## src/rtl/wb_arb2.sv

```systemverilog
// Two-master, one-slave Wishbone arbiter with registered round-robin grant.
// Optional slave-timeout error generation is enabled with WB_ARB_TIMEOUT_EN.
module wb_arb2 #(
    parameter int unsigned AW      = 32,
    parameter int unsigned DW      = 32,
    parameter int unsigned TIMEOUT = 255
) (
    input  logic            wb_clk_i,
    input  logic            wb_rst_i,

    input  logic            m0_cyc_i,
    input  logic            m0_stb_i,
    input  logic            m0_we_i,
    input  logic [DW/8-1:0] m0_sel_i,
    input  logic [AW-1:0]   m0_adr_i,
    input  logic [DW-1:0]   m0_dat_i,
    output logic [DW-1:0]   m0_dat_o,
    output logic            m0_ack_o,
    output logic            m0_err_o,

    input  logic            m1_cyc_i,
    input  logic            m1_stb_i,
    input  logic            m1_we_i,
    input  logic [DW/8-1:0] m1_sel_i,
    input  logic [AW-1:0]   m1_adr_i,
    input  logic [DW-1:0]   m1_dat_i,
    output logic [DW-1:0]   m1_dat_o,
    output logic            m1_ack_o,
    output logic            m1_err_o,

    output logic            s_cyc_o,
    output logic            s_stb_o,
    output logic            s_we_o,
    output logic [DW/8-1:0] s_sel_o,
    output logic [AW-1:0]   s_adr_o,
    output logic [DW-1:0]   s_dat_o,
    input  logic [DW-1:0]   s_dat_i,
    input  logic            s_ack_i,
    input  logic            s_err_i,

    output logic [1:0]      gnt_o
);

    typedef enum logic [1:0] {StIdle = 2'd0, StG0 = 2'd1, StG1 = 2'd2} state_e;

    state_e state_q;
    logic   last_q;
    logic   to_fire;

    // last_q names the master that released most recently; the other one wins a tie.
    always_ff @(posedge wb_clk_i) begin
        if (wb_rst_i) begin
            state_q <= StIdle;
            last_q  <= 1'b1;
        end else begin
            case (state_q)
                StIdle: begin
                    if (m0_cyc_i && m1_cyc_i) begin
                        state_q <= last_q ? StG0 : StG1;
                    end else if (m0_cyc_i) begin
                        state_q <= StG0;
                    end else if (m1_cyc_i) begin
                        state_q <= StG1;
                    end
                end
                StG0: begin
                    if (!m0_cyc_i) begin
                        last_q  <= 1'b0;
                        state_q <= m1_cyc_i ? StG1 : StIdle;
                    end
                end
                StG1: begin
                    if (!m1_cyc_i) begin
                        last_q  <= 1'b1;
                        state_q <= m0_cyc_i ? StG0 : StIdle;
                    end
                end
                default: state_q <= StIdle;
            endcase
        end
    end

    always_comb begin
        gnt_o   = 2'b00;
        s_cyc_o = 1'b0;
        s_stb_o = 1'b0;
        s_we_o  = 1'b0;
        s_sel_o = '0;
        s_adr_o = '0;
        s_dat_o = '0;
        case (state_q)
            StG0: begin
                gnt_o   = 2'b01;
                s_cyc_o = m0_cyc_i;
                s_stb_o = m0_stb_i;
                s_we_o  = m0_we_i;
                s_sel_o = m0_sel_i;
                s_adr_o = m0_adr_i;
                s_dat_o = m0_dat_i;
            end
            StG1: begin
                gnt_o   = 2'b10;
                s_cyc_o = m1_cyc_i;
                s_stb_o = m1_stb_i;
                s_we_o  = m1_we_i;
                s_sel_o = m1_sel_i;
                s_adr_o = m1_adr_i;
                s_dat_o = m1_dat_i;
            end
            default: ;
        endcase
    end

`ifdef WB_ARB_TIMEOUT_EN
    localparam int unsigned CntRaw = $clog2(TIMEOUT + 1);
    localparam int unsigned CntW   = (CntRaw < 8) ? 8 : ((CntRaw > 32) ? 32 : CntRaw);
    localparam logic [CntW-1:0] CntMax = CntW'(TIMEOUT);

    logic [CntW-1:0] wait_cnt_q;

    assign to_fire = (wait_cnt_q == CntMax);

    // Counts strobed cycles the slave leaves unanswered; firing restarts the count.
    always_ff @(posedge wb_clk_i) begin
        if (wb_rst_i || state_q == StIdle || s_ack_i || s_err_i || to_fire) begin
            wait_cnt_q <= '0;
        end else if (s_stb_o) begin
            wait_cnt_q <= wait_cnt_q + CntW'(1);
        end
    end
`else
    logic unused_timeout;
    assign unused_timeout = ^TIMEOUT;
    assign to_fire        = 1'b0;
`endif

    assign m0_ack_o = s_ack_i & (state_q == StG0);
    assign m1_ack_o = s_ack_i & (state_q == StG1);
    assign m0_err_o = (s_err_i | to_fire) & (state_q == StG0);
    assign m1_err_o = (s_err_i | to_fire) & (state_q == StG1);
    assign m0_dat_o = s_dat_i;
    assign m1_dat_o = s_dat_i;

endmodule

```

## config.mk

```make
export PLATFORM = sky130hd
export DESIGN_NAME = wb_arb2
export DESIGN_NICKNAME = d
export VERILOG_FILES = /design/src/rtl/wb_arb2.sv
export SDC_FILE = /design/constraint.sdc
export NUM_CORES = 1
export LEC_CHECK = 0
export ABC_AREA = 1
export BUFFER_PORTS_ARGS = -buffer_cell sky130_fd_sc_hd__buf_2
export CAP_MARGIN = 20
export CELL_PAD_IN_SITES_DETAIL_PLACEMENT = 1
export CELL_PAD_IN_SITES_GLOBAL_PLACEMENT = 1
export CORE_AREA = 2 2 123 125
export CTS_CLUSTER_SIZE = 28
export DETAILED_ROUTE_END_ITERATION = 12
export DIE_AREA = 0 0 125 127
export PLACE_DENSITY = 0.82
export RECOVER_POWER = 50
export SLEW_MARGIN = 40
export SYNTH_ARGS = -nofsm -noshare
export SYNTH_HDL_FRONTEND = slang
export SYNTH_SLANG_ARGS = --single-unit
```

## constraint.sdc

```tcl
create_clock -name wb_clk_i -period 3.1 [get_ports wb_clk_i]
set_input_delay 0.155 -clock wb_clk_i [delete_from_list [all_inputs] [get_ports wb_clk_i]]
set_output_delay 0.155 -clock wb_clk_i [all_outputs]
set_load 0.1 [all_outputs]
```

Yosys cells after proc, flatten, opt, wreduce, memory -nomap -nowiden

Cells that the tools add are included.

Bitwise logic cells: 4
Equality and inequality tests: 5
Multiplexer cells: 19
Reduce and logical (&&, ||, !) cells: 5

Operator list:

| cell                 | count |
|---|---|
| $pmux W32 S2         | 2 |
| $mux W2              | 7 |
| $pmux W1 S2          | 4 |
| $pmux W4 S2          | 1 |
| $pmux W2 S3          | 1 |
| $reduce_and A3 Y1    | 2 |
| $and A1 B1 Y1        | 4 |
| $ne A2 B2 Y1 const B | 2 |
| $ne A4 B4 Y1 const B | 1 |
| $pmux W2 S2          | 1 |
| $mux W1              | 3 |
| $eq A2 B1 Y1 const B | 1 |
| $eq A2 B2 Y1 const B | 1 |
| $logic_not A2 Y1     | 1 |
| $reduce_bool A2 Y1   | 1 |
| $logic_and A1 B1 Y1  | 1 |

Input bits: 178
Logic and storage cells: 35
Flip-flop bits (word level): 3

Depth between registers and ports, before layout

Word-level depth: 4
Mapped depth: 8
Gate-level depth less buffers: 8

Worst setup path before layout

No wires, ideal clock.

Path kind: flip-flop to output port
From: register state_q[0]
To: output port s_adr_o[18]
Setup slack: -0.273 ns
Required time: 2.945 ns
Cell stages (with the launch flop): 7
Arrival: 3.218 ns
Cell sequence: dfxtp_1 > inv_1 > ha_1 > buf_2 > buf_2 > nand2_1 > a21oi_1

Word-level cells in the longest chain between the ends: 2

Ends and longest elaborated chain:

| item                                         | RTL line | text |
|---|---|---|
| start: declaration                           | 46       | `state_e state_q;` |
| start signal: assignment                     | 53       | `state_q <= StIdle;` |
| start signal: assignment                     | 59       | `state_q <= last_q ? StG0 : StG1;` |
| start signal: assignment                     | 61       | `state_q <= StG0;` |
| $eq A2 B2 Y1 or $eq A2 B1 Y1 (tied branches) | 91       | `case (state_q)` |
| $pmux W32 S2 *                               | 91       |  |
| end: declaration                             | 35       | `output logic [AW-1:0] s_adr_o,` |

Mark *: on every way between the ends. The rest lies on a longest branch, timed or not.

Worst setup path after layout

From: register state_q[1]
To: output port m0_ack_o

Word-level cells in the longest chain between the ends: 2

Ends and longest elaborated chain:

| item             | RTL line | text |
|---|---|---|
| $eq A2 B1 Y1     | 137      | `assign m0_ack_o = s_ack_i & (state_q == StG0);` |
| $and A1 B1 Y1    | 137      |  |
| end: declaration | 18       | `output logic m0_ack_o,` |

Every way passes these cells.

==> metrics.yaml <==
status: "finished clean"
cap_violations: 0
cpMostUsedCell: "inv_1"
max_freq_mhz: 375
syn_nets: 530
drc: 0
syn2layout_area_growth_pct: 61.1
crit_fanout: 39
cts_setup_buffers: 0
switchingPower_mw: 1.59
start_util: 0.125
seqPwrFrac: 0.028
post-route-period-util: 0.861
dieArea_um2: 15900
ys_seq_elements: 3
die_y_um: 127
cts_resized: 0
core-area_um2: 14400
rsz0062_at_grt: "no"
track_usage: 0.0991
n_antenna_cell: 0
grt_pass1_wl_um: 13300
clkSinkCount: 3
port_buffers: 222
fin_nets: 676
avgSynthCellArea_um2: 5.22
clock_latency_ns: 0.23
die_w_um: 125
drive_gt1_frac: 0.605
netlist_instances: 346
yosysSeqAreaShare: 0.0333
min_path_type: "in2reg"
crit_family: "buffers and inverters"
dp.cells: 671
nFillCells: 1899
p_int_uw: 544
path_depth: 6
critPathSlowestCell: "clkbuf_1"
multi_input_area_um2: 1330
ys_warn_count: 0
htreeDepth: 1
rows: 44
stdcell_area_um2: 2910
start_kind: "register"
p_leak_nw: 1.40
cts_made_buffers: 3
first_pass_iters: 4
comb_power_share: 0.874
cts_hold_buf: 0
swShare: 0.746
hold_path_depth: 2
wire_per_inst_um: 12.5
ys_types: 15
drv_slew: 0
reg2reg_depth: 9
grt_max_degree: 40
clock-skew-final_ns: 0.00228
relSlewSlack: 0.203
synth_area_um2: 1810
clockPowerShare: 0.098
antenna_found_initial: 0
hpwl_um: 6880
cp.required_ns: 2.94
ff_latch_area_um2: 60.1
critPathArrivalTime_ns: 2.51
synth_fa_ha_area_frac: 0.0416
power_density_nw_per_um2: 734
crit_path_cell_trace: "inv_1 > ha_1 > clkbuf_2 > nand2_1 > inv_1 > clkbuf_1"
synthMuxAreaShare: 0
drtIter0Drc: 49
clk_pin_slew_worst_paths_ns: 0.03
overflow: 0
postRouteAntennaNets: 0
wirelength_um: 8450
place_congestion: 0.756
tritoncts: "built"
dpl-instance-area_um2: 2840
vias: 2612
synth_compound_area_frac: 0.209
synth_xor_area_frac: 0
cp_num_buf_inv: 4
crit_type: "reg2out"
final_cells: 675
avgViaCountPerCell: 3.87
finalSetupViolCount: 0
period_minus_slack_ns: 2.67
cts_root_buf: "clkbuf_16"
hold_violations: 0
max_stage_delay_ns: 0.85
io_pins: 319
tightest_slew_ns: 1.20
tns_ns: 0
end_kind: "primary output"
synth_top_family_by_area: "buffers and inverters"
grt_pass1_vias: 2665
peakVddDrop_uv: 389
clockBufferDepth: 2
synth-simple-area-share: 0.344
[sequential cells by signal (all words and copies together) (netlist names)]
| signal | flops |
|---|---|
| last_q | 1 |
| state_q | 2 |
[cell usage in the layout (no fill, tap or decap)]
master / instances
buf_2: 217
inv_1: 11
buf_4: 4
o21ai_0: 1
clkbuf_1: 6
clkbuf_2: 1
inv_4: 1
a21oi_1: 4
clkbuf_16: 3
ha_1: 5
ha_2: 1
buf_12: 1
o21bai_1: 1
nor2_1: 3
nand2_1: 155
nand3_1: 5
a21oi_2: 69
dfxtp_1: 3
[cells by family (layout without fill, tap and decap cells)]
kind of cell	after synthesis	in the layout
buffers and inverters	99	244
flip-flops	3	3
adder cells (fa/ha/maj)	6	6
AND/OR/NAND/NOR	163	163
AO/OA/AOI/OAI	75	75
[power groups by stage]
stage / registers (mW) / logic (mW) / clock network, mW
4_1_cts: 0.0595 / 1.90 / 0.215
2_1_floorplan: 0.0565 / 1.94 / 0
3_3_place_gp: 0.0587 / 1.87 / 0
3_5_place_dp: 0.0596 / 1.89 / 0
5_1_grt: 0.0612 / 1.99 / 0.217
6_report: 0.0591 / 1.87 / 0.210
[Yosys cell counts]
| library cell | number | area share |
|---|---|---|
| nand2_1 | 155 | 0.32 |
| a21oi_1 | 73 | 0.20 |
| buf_4 | 65 | 0.27 |
| inv_1 | 11 | 0.023 |
| buf_2 | 9 | 0.025 |
| clkbuf_1 | 7 | 0.015 |
| buf_6 | 6 | 0.037 |
| ha_1 | 6 | 0.042 |
| nand3_1 | 5 | 0.014 |
| dfxtp_1 | 3 | 0.033 |
| nor2_1 | 2 | 0.0042 |
| inv_2 | 1 | 0.0021 |
| nor2_2 | 1 | 0.0035 |
| o21ai_0 | 1 | 0.0028 |
| o21bai_1 | 1 | 0.0042 |
[routing by layer]
| metal | share of wire | vias up | GRT usage |
|---|---|---|---|
| met3 | 0.092 | 24 | 0.0285 |
| li1 | - | 1310 | - |
| met1 | 0.42 | 1151 | 0.120 |
| met2 | 0.47 | 127 | 0.170 |
| met4 | 0.021 | 0 | 0.0307 |
| met5 | 0 | - | 0 |
[area by class of cell]
type | instances | share of cell area
Clock buffer | 4 | 0.0271
Inverter | 12 | 0.0163
Multi-Input combinational cell | 244 | 0.458
Sequential cell | 3 | 0.0206
Tap cell | 184 | 0.0791
Timing Repair Buffer | 228 | 0.399
[worst reg2reg max path: stages (launching register included)]
cell,delay (ns)
dfxtp_1,0.40
inv_1,0.11
ha_1,0.20
clkbuf_2,0.46
nand2_1,0.25
nand2_1,0.09
nor2_1,0.20
inv_1,0.09
nand2_1,0.07
a21oi_1,0.07
[stage by stage]
stage | setup WS [ns] | utilization | power, mW | hold WS, ns
final | 0.432 | 0.202 | 2.14 | 0.122
after global routing | 0.235 | 0.202 | 2.26 | 0.123
after CTS | 0.601 | 0.203 | 2.17 | 0.110
after detailed placement | 0.862 | 0.197 | 1.95 | 0.311
after global placement | 0.922 | 0.197 | 1.93 | 0.311
after floorplan | 0.274 | - | 2.00 | 0.224
[path summary, 6_finish.rpt]
check             startpoint    endpoint  slack [ns]
setup reg to reg  state_q[1]  state_q[0]        1.05
hold / removal      wb_rst_i  state_q[1]        0.12
hold reg to reg   state_q[1]  state_q[1]        0.53
setup / recovery  state_q[1]    m0_ack_o        0.43
Note: power is estimated with default switching activity, not from simulation.
